[src/rtl/uart_sched_pkg.sv]
// Shared types and defaults for the UART message scheduler.
// The state encoding is fixed so the debug port can be decoded directly.
package uart_sched_pkg;

    typedef enum logic [1:0] {
        IDLE  = 2'd0,
        FETCH = 2'd1,
        START = 2'd2,
        WAIT  = 2'd3
    } sched_state_t;

    localparam logic [7:0] DEF_TERM_CHAR = 8'h0A;
    localparam int         DEF_MAX_LEN   = 16;

    // Index width that stays legal for a single-source build.
    function automatic int idx_width(input int n);
        return (n > 1) ? $clog2(n) : 1;
    endfunction

endpackage

[src/rtl/rr_arbiter.sv]
// Combinational round-robin pick: searches upward from last_grant+1 and wraps,
// so the previous winner is considered last.
module rr_arbiter
    import uart_sched_pkg::*;
#(
    parameter int NUM_SRC = 3,
    parameter int IW      = idx_width(NUM_SRC)
) (
    input  logic [NUM_SRC-1:0] req,
    input  logic [IW-1:0]      last_grant,
    output logic [NUM_SRC-1:0] winner,
    output logic               valid
);

    logic [IW-1:0] cand;

    always_comb begin
        winner = '0;
        valid  = 1'b0;
        cand   = '0;
        for (int k = 1; k <= NUM_SRC; k++) begin
            cand = IW'((int'(last_grant) + k) % NUM_SRC);
            if (!valid && req[cand]) begin
                winner[cand] = 1'b1;
                valid        = 1'b1;
            end
        end
    end

endmodule

[src/rtl/uart_msg_scheduler.sv]
// Shares one UART TX between NUM_SRC ASCII sources: arbitrates round-robin and
// streams the winner's message byte by byte until the terminator or MAX_LEN.
module uart_msg_scheduler
    import uart_sched_pkg::*;
#(
    parameter int NUM_SRC    = 3,
    parameter int DATA_WIDTH = 8,
    parameter int ADDR_WIDTH = 4,
    parameter int MAX_LEN    = DEF_MAX_LEN,
    parameter logic [DATA_WIDTH-1:0] TERM_CHAR = DATA_WIDTH'(DEF_TERM_CHAR)
) (
    input  logic                          clk,
    input  logic                          rst,
    input  logic [NUM_SRC-1:0]            req,
    input  logic [NUM_SRC*DATA_WIDTH-1:0] src_data,
    output logic [ADDR_WIDTH-1:0]         char_idx,
    output logic [NUM_SRC-1:0]            grant,
    output logic [NUM_SRC-1:0]            done,
    output logic [DATA_WIDTH-1:0]         tx_data,
    output logic                          tx_start,
    input  logic                          tx_busy,
    input  logic                          tx_done,
    output logic                          busy,
    output logic [1:0]                    state_dbg
);

    localparam int IW = idx_width(NUM_SRC);
    localparam logic [ADDR_WIDTH-1:0] LAST_IDX = ADDR_WIDTH'(MAX_LEN - 1);

    sched_state_t              state, state_nxt;
    logic [NUM_SRC-1:0]        grant_nxt, done_nxt;
    logic [ADDR_WIDTH-1:0]     char_idx_nxt;
    logic [DATA_WIDTH-1:0]     tx_data_nxt, granted_char;
    logic                      tx_start_nxt;
    logic [IW-1:0]             last_grant, last_grant_nxt, grant_idx;
    logic [NUM_SRC-1:0]        arb_winner;
    logic                      arb_valid;

    rr_arbiter #(
        .NUM_SRC (NUM_SRC),
        .IW      (IW)
    ) u_arb (
        .req        (req),
        .last_grant (last_grant),
        .winner     (arb_winner),
        .valid      (arb_valid)
    );

    // Index and character of the current owner; grant is one-hot or zero.
    always_comb begin
        grant_idx    = '0;
        granted_char = '0;
        for (int i = 0; i < NUM_SRC; i++) begin
            if (grant[i]) begin
                grant_idx    = IW'(i);
                granted_char = src_data[i*DATA_WIDTH +: DATA_WIDTH];
            end
        end
    end

    // UART handshake: tx_start is a one-cycle request that is only issued while
    // tx_busy is low; the byte is considered consumed on the tx_done pulse,
    // which is honoured only in WAIT.
    always_comb begin
        state_nxt      = state;
        grant_nxt      = grant;
        done_nxt       = '0;
        tx_start_nxt   = 1'b0;
        tx_data_nxt    = tx_data;
        char_idx_nxt   = char_idx;
        last_grant_nxt = last_grant;
        case (state)
            IDLE: begin
                if (arb_valid) begin
                    grant_nxt    = arb_winner;
                    char_idx_nxt = '0;
                    state_nxt    = FETCH;
                end
            end
            FETCH: begin
                if (!tx_busy) begin
                    tx_data_nxt  = granted_char;
                    tx_start_nxt = 1'b1;
                    state_nxt    = START;
                end
            end
            START: state_nxt = WAIT;
            WAIT: begin
                if (tx_done) begin
                    if (tx_data == TERM_CHAR || char_idx == LAST_IDX) begin
                        done_nxt       = grant;
                        last_grant_nxt = grant_idx;
                        grant_nxt      = '0;
                        char_idx_nxt   = '0;
                        state_nxt      = IDLE;
                    end else begin
                        char_idx_nxt = char_idx + ADDR_WIDTH'(1);
                        state_nxt    = FETCH;
                    end
                end
            end
            default: state_nxt = IDLE;
        endcase
    end

    always_ff @(posedge clk or negedge rst) begin
        if (!rst) begin
            state      <= IDLE;
            grant      <= '0;
            done       <= '0;
            tx_start   <= 1'b0;
            tx_data    <= '0;
            char_idx   <= '0;
            last_grant <= IW'(NUM_SRC - 1);
        end else begin
            state      <= state_nxt;
            grant      <= grant_nxt;
            done       <= done_nxt;
            tx_start   <= tx_start_nxt;
            tx_data    <= tx_data_nxt;
            char_idx   <= char_idx_nxt;
            last_grant <= last_grant_nxt;
        end
    end

    assign busy      = (state != IDLE);
    assign state_dbg = state;

endmodule

[config.mk]
export PLATFORM = sky130hd
export DESIGN_NAME = uart_msg_scheduler
export DESIGN_NICKNAME = d
export VERILOG_FILES = /design/src/rtl/uart_sched_pkg.sv /design/src/rtl/rr_arbiter.sv /design/src/rtl/uart_msg_scheduler.sv
export SDC_FILE = /design/constraint.sdc
export NUM_CORES = 1
export LEC_CHECK = 0
export BUFFER_PORTS_ARGS = -buffer_cell sky130_fd_sc_hd__buf_2
export CAP_MARGIN = 20
export CORE_MARGIN = 2
export CORE_UTILIZATION = 45
export CTS_CLUSTER_DIAMETER = 40
export DETAILED_ROUTE_END_ITERATION = 10
export GPL_TIMING_DRIVEN = 0
export PLACE_DENSITY = 0.83
export SETUP_SLACK_MARGIN = 0.1
export SLEW_MARGIN = 25
export SYNTH_ARGS = -nofsm -noshare
export SYNTH_HDL_FRONTEND = slang
export SYNTH_SLANG_ARGS = --single-unit
[constraint.sdc]
create_clock -name clk -period 1.8 [get_ports clk]
set_input_delay 0.09 -clock clk [delete_from_list [all_inputs] [get_ports clk]]
set_output_delay 0.09 -clock clk [all_outputs]
set_load 0.02 [all_outputs]
[After elaboration in Yosys (flattened, before gate mapping)]
Index checks and enable logic that the tools add are counted.
Storage, ports and cells
  flip-flop bits (word level): 23
Operators by class
  add/subtract/negate cells: 4
  divide/modulo/power cells: 3
  order comparisons: 6
  equal/unequal tests: 9
  multiplexer cells: 41
  bitwise logic cells: 3
  reductions and logical operators: 16
Operator list (count)
  $mod A32 B3 Y32 const B: 3
  $mux W3: 9
  $mux W8: 3
  $mux W1: 13
  $mux W4: 3
  $lt A2 B3 Y1 const B: 3
  $reduce_and A3 Y1: 3
  $eq A8 B4 Y1 const B: 1
  $mux W2: 4
  $ne A2 B2 Y1 const B: 4
  $pmux W2 S4: 1
  $pmux W4 S2: 1
  $add A2 B2 Y3 const B: 2
  $bmux W1 S2: 3
  $demux W1 S2: 3
  $ge A2 B1 Y1 const B: 3
  $or A3 B3 Y3: 2
  $pmux W3 S2: 1
  $logic_and A1 B1 Y1: 5
  $add A4 B1 Y4 const B: 1
  $eq A2 B2 Y1 const B: 2
  $eq A4 B4 Y1 const B: 1
  $reduce_and A4 Y1: 1
  $reduce_bool A2 Y1: 2
  7 further kinds: 8

[Depth between registers and ports, before layout]
Gate-level depths: netlist of the first run.
  depth in word-level cells: 13
  depth in mapped cells: 8
  depth with buffers taken out: 7

[Hierarchy]
A second synthesis of the first run with hierarchy kept.
Second synthesis, totals
  cell total of the unflattened synthesis: 153
  area, all modules: 1455.1 µm²
Modules (own cells, without submodules)
  uart_msg_scheduler: times used 1, cells an instance 114, area each 1187.4 µm², sequential area each 576.8 µm²
  rr_arbiter: times used 1, cells an instance 39, area each 267.8 µm², sequential area each 0.0 µm²

[Least setup slack after synthesis of the first run]
OpenSTA, ideal clock, no wires.
  path kind: reg2reg
  from: register last_grant[1]
  to: register state[1] (netlist: state_dbg[1])
  setup time: 125 ps
  data arrival time: 1834 ps
  required time: 1675 ps
  setup slack: -158 ps
  stages on the path, launching flop included: 8
  buffers on the path: 1
  period minus slack after synthesis: 1958 ps
  cells stage by stage: dfstp_2 ha_1 buf_2 mux2i_1 o22a_1 nand3_2 and2_1 mux2_2
On the way
  word-level cells in the longest chain between the ends: 13
  elaborated cells between the ends (all ways): 21
  classes of those cells: add/sub: 3; div: 3; eq/ne: 1; mux: 9; reduce/logical: 5
RTL lines
  start, declared: line uart_msg_scheduler.sv:35  | logic [IW-1:0] last_grant, last_grant_nxt, grant_idx;
  start signal, assigned: line uart_msg_scheduler.sv:114  | last_grant <= IW'(NUM_SRC - 1);
  start signal, assigned: line uart_msg_scheduler.sv:122  | last_grant <= last_grant_nxt;
  $add A2 B1 Y3: line rr_arbiter.sv:22  | cand = IW'((int'(last_grant) + k) % NUM_SRC);
  $mod A32 B3 Y32: line rr_arbiter.sv:22
  $bmux W1 S2: line rr_arbiter.sv:23  | if (!valid && req[cand]) begin
  $mux W1 (not written as such): line rr_arbiter.sv:23
  $mux W1: line rr_arbiter.sv:23
  $logic_not A1 Y1: line rr_arbiter.sv:23
  $logic_and A1 B1 Y1: line rr_arbiter.sv:23
  $mux W1: line rr_arbiter.sv:23
  $logic_not A1 Y1: line rr_arbiter.sv:23
  $logic_and A1 B1 Y1: line rr_arbiter.sv:23
  $mux W1 *: line rr_arbiter.sv:23
  $ne A2 B2 Y1 (no line) *
  $reduce_and A3 Y1 (no line) *
  end signal, assigned: line uart_msg_scheduler.sv:116  | state <= state_nxt;
  end, declared: line uart_msg_scheduler.sv:30  | sched_state_t state, state_nxt;
Mark *: on every way between the ends. The rest lies on a longest branch, timed or not. The select of a mux whose other input is x is not followed.
A chain may end at the register's enable or synchronous reset.

[Worst setup path in the final report of the first run]
Ends and elaborated chain as after synthesis.

==> results of run 1 <==
## power by group through the flow
| stage | clock, uW | combinational, uW | sequential (uW) |
|---|---|---|---|
| finish | 254 | 1770 | 840 |
| CTS | 254 | 1700 | 834 |
| detailed placement | 0 | 1530 | 844 |
| floorplan | 0 | 976 | 988 |
| global placement | 0 | 1510 | 838 |
| global route | 277 | 1960 | 865 |
## repair_timing
action                                  in CTS  in global routing
hold buffers                                 1                  0
endpoints found under the setup margin      10                 16
hold endpoints to repair                    22                  0
resized for setup                           15                 12
pin swaps                                    8                  8
setup buffers                                9                  1
## cell families (layout without fill, tap and decap cells)
logic type	after synthesis	after routing	synth area share, %
fa+ha+maj	8	8	6.61
simple gates	54	54	20.7
compound gates	55	55	25.4
buf+inv	19	86	5.12
flops	23	23	38.1
mux	6	6	4.13
## worst min-delay path: cells and delay by family
family	cells	cell delay, ns
compound gates	2	0.17
buf+inv	1	0.07
## state kept, by name, summed over array words and instances, names as in the netlist
name        count
char_idx        4
done            3
grant           3
last_grant      2
state_dbg       2
tx_data         8
tx_start        1
## layout make-up
class	instances	share of cell area [%]
sequential	23	27.5
clock buffer	3	1.07
buffer	8	2.37
multi-input combinational	123	47.6
inverter	11	1.96
tap	46	2.73
clock inverter	1	0.237
timing repair buffer	63	16.6
## worst paths after layout
check | startpoint | to | slack (ns) | cells after the start
setup / recovery | last_grant[1] | state_dbg[1] | -0.22 | 7
hold / removal | src_data[23] | tx_data[7] | 0.04 | 3
setup reg to reg | last_grant[1] | state_dbg[1] | -0.22 | 7
hold reg to reg | tx_data[0] | tx_data[0] | 0.52 | 2
max in group asynchronous | rst | tx_data[5] | 1.19 | 2
min in group asynchronous | rst | char_idx[1] | 0.24 | 2
## through the flow
| stage | hold WS, ns | utilization [%] | setup TNS [ns] |
|---|---|---|---|
| after floorplan | -0.206 | - | -0.225 |
| after global placement | 0.0859 | 57.1 | -0.872 |
| after detailed placement | 0.0918 | 57.1 | -1.11 |
| after CTS | 0.0492 | 62.7 | -1.31 |
| after global routing | 0.0352 | 64.2 | -1.80 |
| final | 0.0387 | 64.2 | -1.39 |
## metal layers
metal	GRT usage [%]	up-vias
li1	-	727
met1	26.4	728
met2	34.1	48
met3	3.52	9
met4	8.51	0
met5	0	-
## cell usage in the layout, fill, tap and decap left out, types with 3 or more instances in the layout
cell type,count
inv_1,9
nand2_1,14
ha_1,5
buf_2,52
nor2b_1,3
nand3_1,3
dfrtp_1,20
o21ai_0,13
buf_4,10
nor2_1,10
o21ai_2,3
a32o_1,4
buf_6,3
clkbuf_1,4
a21oi_1,11
and2_1,4
nand3b_1,4
a22oi_1,7
nand2b_1,4
clkbuf_4,3
==> summary.txt, run 1 <==
Die
  • Die ar.: 3840 um2
  • Top Ports: 53
  • Die X: 62 um
  • Die H: 62 um
  • Core area: 3280 um2
  • Cell Rows: 21
  • Initial Util: 46.1%

Outcome
  • Outcome: finished with violations
  • Failing checks: negative setup slack

STA
  • Tmin final: 2.02 ns
  • Slew @ Worst Pin: 0.496 ns
  • Final Skew: between 0.0015 and 0.002 ns
  • Final Hold Viols: 0
  • Slew headroom: 66.9%
  • Endpoints failing setup: 9
  • Slew Limit Fails: 0
  • Post-route setup slack: -0.216 ns
  • Final worst path period share: 112%
  • RSZ-0062 raised after global routing: true
  • Fmax: 496 MHz

Routing
  • Average wire per standard cell: 13.7 um
  • # DRC: 0
  • Top layer in use: met4
  • WL final: 3800 um
  • 1st-iter DRT viols: 99
  • WL met1: 1670 um
  • Antenna viol nets, final: 0
  • DR vias: 1512
  • Vias/cell: 5.44
  • TritonRoute pass-1 iters: 4
  • Met2 wire len: 1870 um
  • Metal3 WL: 173 um

Synthesis
  • Number of flops mapped to enable cells by yosys: 0
  • Ys Warns: 0
  • Post-synthesis cell type count: 44
  • Asr flop ratio synth: 100%
  • Average cell area after synthesis: 9.18 um2
  • Most instantiated cells after synthesis: dfrtp_1, o21ai_0, nand2_1, a21oi_1, inv_1
  • Top-area cell type share of the netlist area: 36.4%
  • Synth area leader: dfrtp_1
  • Seq/Total Area, Yosys: a little under two fifths
  • Synth Flop Type: dfrtp_1
  • Synthesized area: 1510 um2
  • Synth area leaders: dfrtp_1, ha_1, o21ai_0, a21oi_1, a22oi_1
  • Most common cell in the netlist: dfrtp_1
  • Gate Count Post-Synth: roughly 170
  • Yosys reg bits: 23
  • Syn nets: 204

Hold path
  • Hold/Removal Path Class: in -> reg

Finish
  • Sequential Area: 579 um2
  • Final cell count without fillers: approximately 280
  • Share of layout cells above drive strength 1: 44.8%
  • Diodes inserted: 0
  • Fill count: 272
  • Area Overhead vs Synth: 39.3%
  • Nets: 272
  • Multi-input gate area: 1000 um2
  • Design Area, Final: 2110 um2

Clocking
  • Clock tree root buffer cell: clkbuf_4
  • Insertion delay to the later sink of the worst-skew pair: 0.32 ns
  • Clk buf depth: 2
  • CTS Buf Count: 3
  • H-tree lvl count: 1
  • CTS tree: yes
  • Clock transition at the registers of the reported paths: 0.13 ns
  • Clock tree sinks: 23

Worst setup path
  • Arrival @ worst endpoint: ~2.2 ns
  • Crit-path cells: ha_4 > buf_6 > mux2i_2 > o22a_2 > nand3_4 > and2_4 > mux2_4
  • Critical Path Start Type: register
  • Worst Path Buf+Inv: 1
  • Critical path's slowest cell: dfstp_2
  • Critical Path Max Stage Delay: 0.61 ns
  • Crit Path Class: reg -> reg
  • CP delay by family, top: flip-flops
  • Worst setup EP type: register
  • CP max FO: 6
  • Critical Path RT: 2.03 ns

Power and ir drop
  • Pint: 1540 uW
  • Clock Power Share: 8.9%
  • Part of the power in registers: 29.3%
  • Max VDD drop: 0.676 mV
  • Gate power share: roughly three fifths
  • Total Power: 2870 uW
  • NetSw: ~1300 uW
  • PD cells: 1360 nW/um2
  • Sw Ratio: 46.2%
  • P_leak: 0.00102 uW

GRT
  • GRT Resource Usage Total: 20.6%
  • Congestion Overflow GR: 0
  • Initial antenna violation count: 0
  • Largest net degree at the start of global routing: 24
  • First-pass GRT wire length: between 5000 and 6000 um
  • Vias in the first global route: between 1000 and 1500

Flow run
  • Max-cap violation count: 0

Placement
  • Post-placement cell count: 263
  • Area post-placement: 1880 um2
  • DP HPWL: 2700 um
  • Pre-CTS setup slack: -0.263 ns
  • PortBufs: 52
  • GPL Wtd Cong: 0.886
No activity file was read; power rests on OpenSTA's default activity.
==> run 2, diff against run 1 <==
--- a/config.mk
+++ b/config.mk
@@ -14,6 +14,7 @@
 export GPL_TIMING_DRIVEN = 0
 export PLACE_DENSITY = 0.83
 export SETUP_SLACK_MARGIN = 0.1
+export SKIP_CTS_REPAIR_TIMING = 1
 export SLEW_MARGIN = 25
 export SYNTH_ARGS = -nofsm -noshare
 export SYNTH_HDL_FRONTEND = slang
==> summary.txt, run 2 (synthesis results as in run 1) <==
Outcome
  • Outcome: finished with violations
  • Failing checks: negative setup slack

Finish
  • Max FFs per register: 8 (unchanged)
  • Diodes inserted: 0 (unchanged)
  • Largest regs: tx_data (8), char_idx (4)
  • Share of layout cells above drive strength 1: 40.8% (-4.0 points)
  • Most flops, register: tx_data
  • Nets: 268 (-1.5%)
  • Design Area, Final: 2020 um2 (-4.3%)
  • Fill count: 291 (+7.0%)
  • Util after Layout: 61.4% (-2.7 points)
  • Area Overhead vs Synth: 33.3%
  • Most common cell after layout, fill and taps aside: buf_2
  • Commonest non-fill, non-tap cells in the layout: buf_2, dfrtp_1, nand2_1, o21ai_0, a21oi_1

Die
  • Die ar.: 3840 um2 (unchanged)
  • Cell Rows: 21 (unchanged)
  • Die X: 62 um (unchanged)
  • Initial Util: 46.1% (unchanged)
  • Die H: 62 um (unchanged)
  • Top Ports: 53 (unchanged)
  • Core area: 3280 um2 (unchanged)

Placement
  • Area post-placement: 1880 um2 (unchanged)
  • DP HPWL: 2700 um (unchanged)
  • PortBufs: 52 (unchanged)
  • Pre-CTS setup slack: -0.263 ns (unchanged)
  • GPL Wtd Cong: 0.886 (unchanged)

Worst setup path
  • CP endpoint: state_dbg[1]
  • R2R Path Start: last_grant[0]
  • Worst reg2reg setup slack: -0.26 ns (-0.04 ns)
  • Crit-path cells: inv_1 > ha_4 > buf_6 > mux2i_2 > o22a_1 > nand3_4 > and2_4 > mux2_2
  • Arrival @ worst endpoint: 2.28 ns (+0.04 ns)
  • Critical Path Start Type: register
  • Crit Path Class: reg -> reg
  • CP Launch Point: last_grant[0]
  • Critical Path Max Stage Delay: 0.42 ns (-0.19 ns)
  • CP max FO: 6 (unchanged)
  • Worst setup EP type: register
  • R2R cell count: 8 (+1)
  • Critical Path RT: 2.02 ns (about the same)
  • R2r endpoint: state_dbg[1]
  • Critical path's slowest cell: dfrtp_1

Flow run
  • Max-cap violation count: 0 (unchanged)

STA
  • Final Skew: 0.00478 ns (+0.00299 ns)
  • Fmax: 486 MHz (-2.1%)
  • Slew Limit Fails: 0 (unchanged)
  • Slew headroom: 66.8% (-0.17 points)
  • Final worst path period share: 114% (+2.4 points)
  • Tmin final: 2.06 ns (+0.0436 ns)
  • Setup TNS: -1.66 ns (-0.269 ns)
  • Post-route setup slack: -0.259 ns (-0.0436 ns)
  • Final Hold Viols: 0 (unchanged)
  • RSZ-0062 raised after global routing: true
  • Slew @ Worst Pin: 0.498 ns (+0.00259 ns)
  • Endpoints failing setup: 9 (unchanged)

Clocking
  • Clock tree root buffer cell: clkbuf_4
  • CTS tree: yes
  • Clock tree sinks: 23 (unchanged)
  • H-tree lvl count: 1 (unchanged)
  • CTS Buf Count: 3 (unchanged)
  • Clk buf depth: 2 (unchanged)
  • Clock transition at the registers of the reported paths: 0.14 ns (about the same)
  • Insertion delay to the later sink of the worst-skew pair: 0.32 ns (about the same)

Power and ir drop
  • Max VDD drop: 0.585 mV (-13%)
  • P_leak: 0.000988 uW (-3.2%)
  • Total Power: 2710 uW (-5.6%)
  • PD cells: 1340 nW/um2 (-1.3%)

GRT
  • First-pass GRT wire length: 5380 um (-8.2%)
  • Largest net degree at the start of global routing: 24 (unchanged)
  • GRT Resource Usage Total: 18.6% (-2.0 points)
  • Congestion Overflow GR: 0 (unchanged)
  • Vias in the first global route: 1305 (-5.1%)
  • Initial antenna violation count: 0 (unchanged)

Routing
  • Vias/cell: 5.40 (-0.69%)
  • TritonRoute pass-1 iters: 4 (unchanged)
  • DR vias: 1480 (-2.1%)
  • WL final: 3710 um (-2.3%)
  • Antenna viol nets, final: 0 (unchanged)
  • Average wire per standard cell: 13.6 um (-0.89%)
  • 1st-iter DRT viols: 72 (-27%)
  • # DRC: 0 (unchanged)

Hold path
  • Hold/Removal Path Class: in -> reg
==> run 2: cell count changes in the layout (fill, tap and decap cells not counted), sizes merged <==
cell	previous run	this run
buf	65	61
==> run 2: how the worst min path moves through the flow <==
stage	depth (start not counted)	endpoint	slack [ns]	from
after detailed placement	1	char_idx[1]	0.09	rst
after global routing	3	tx_data[0]	0.04	src_data[16]
after CTS	1	char_idx[1]	-0.27	rst
after global placement	1	char_idx[0]	0.09	rst
final	3	tx_data[7]	0.05	src_data[23]
after floorplan	0	char_idx[0]	-0.21	rst
==> run 2: power breakdown <==
part | internal (uW) | switching [uW]
Clock | 83.2 | 168
Combinational | 700 | 926
Sequential | 681 | 151
Total | 1460 | 1250
==> run 2: critical path, delay by kind of cell, from the launching register on <==
kind                       cells  cell delay (ns)
and+or+nand+nor                2             0.28
muxes                          2             0.47
buffers and inverters          2             0.31
adders and majority gates      1             0.24
AOI/OAI and AO/OA              1             0.26
DFF                            1             0.42
==> run 2: stage by stage <==
step | instances | hold WS [ns]
after floorplan | 165 | -0.206
after global placement | 263 | 0.0859
after detailed placement | 263 | 0.0918
after CTS | 267 | -0.268
after global routing | 274 | 0.0422
final | 274 | 0.0459
==> run 2: area by class of cell <==
class	count	area, um2	share of cell area [%]
plain buffers	8	50.0	2.48
clock buffers	3	22.5	1.12
clock inverters	1	5.00	0.248
inverters	11	41.3	2.05
multi-input cells	123	947	46.9
flip-flops and latches	23	579	28.7
well taps	46	57.6	2.85
repair buffers	59	315	15.6
==> run 2: metal layers <==
metal  vias to the layer above  share of wire [%]  global-route usage, %
li1                        723                  -                      -
met5                         -                  0                      0
met4                         0                1.8                   6.69
met3                         8                5.4                   3.52
met2                        50                 49                   31.7
met1                       699                 43                   23.3
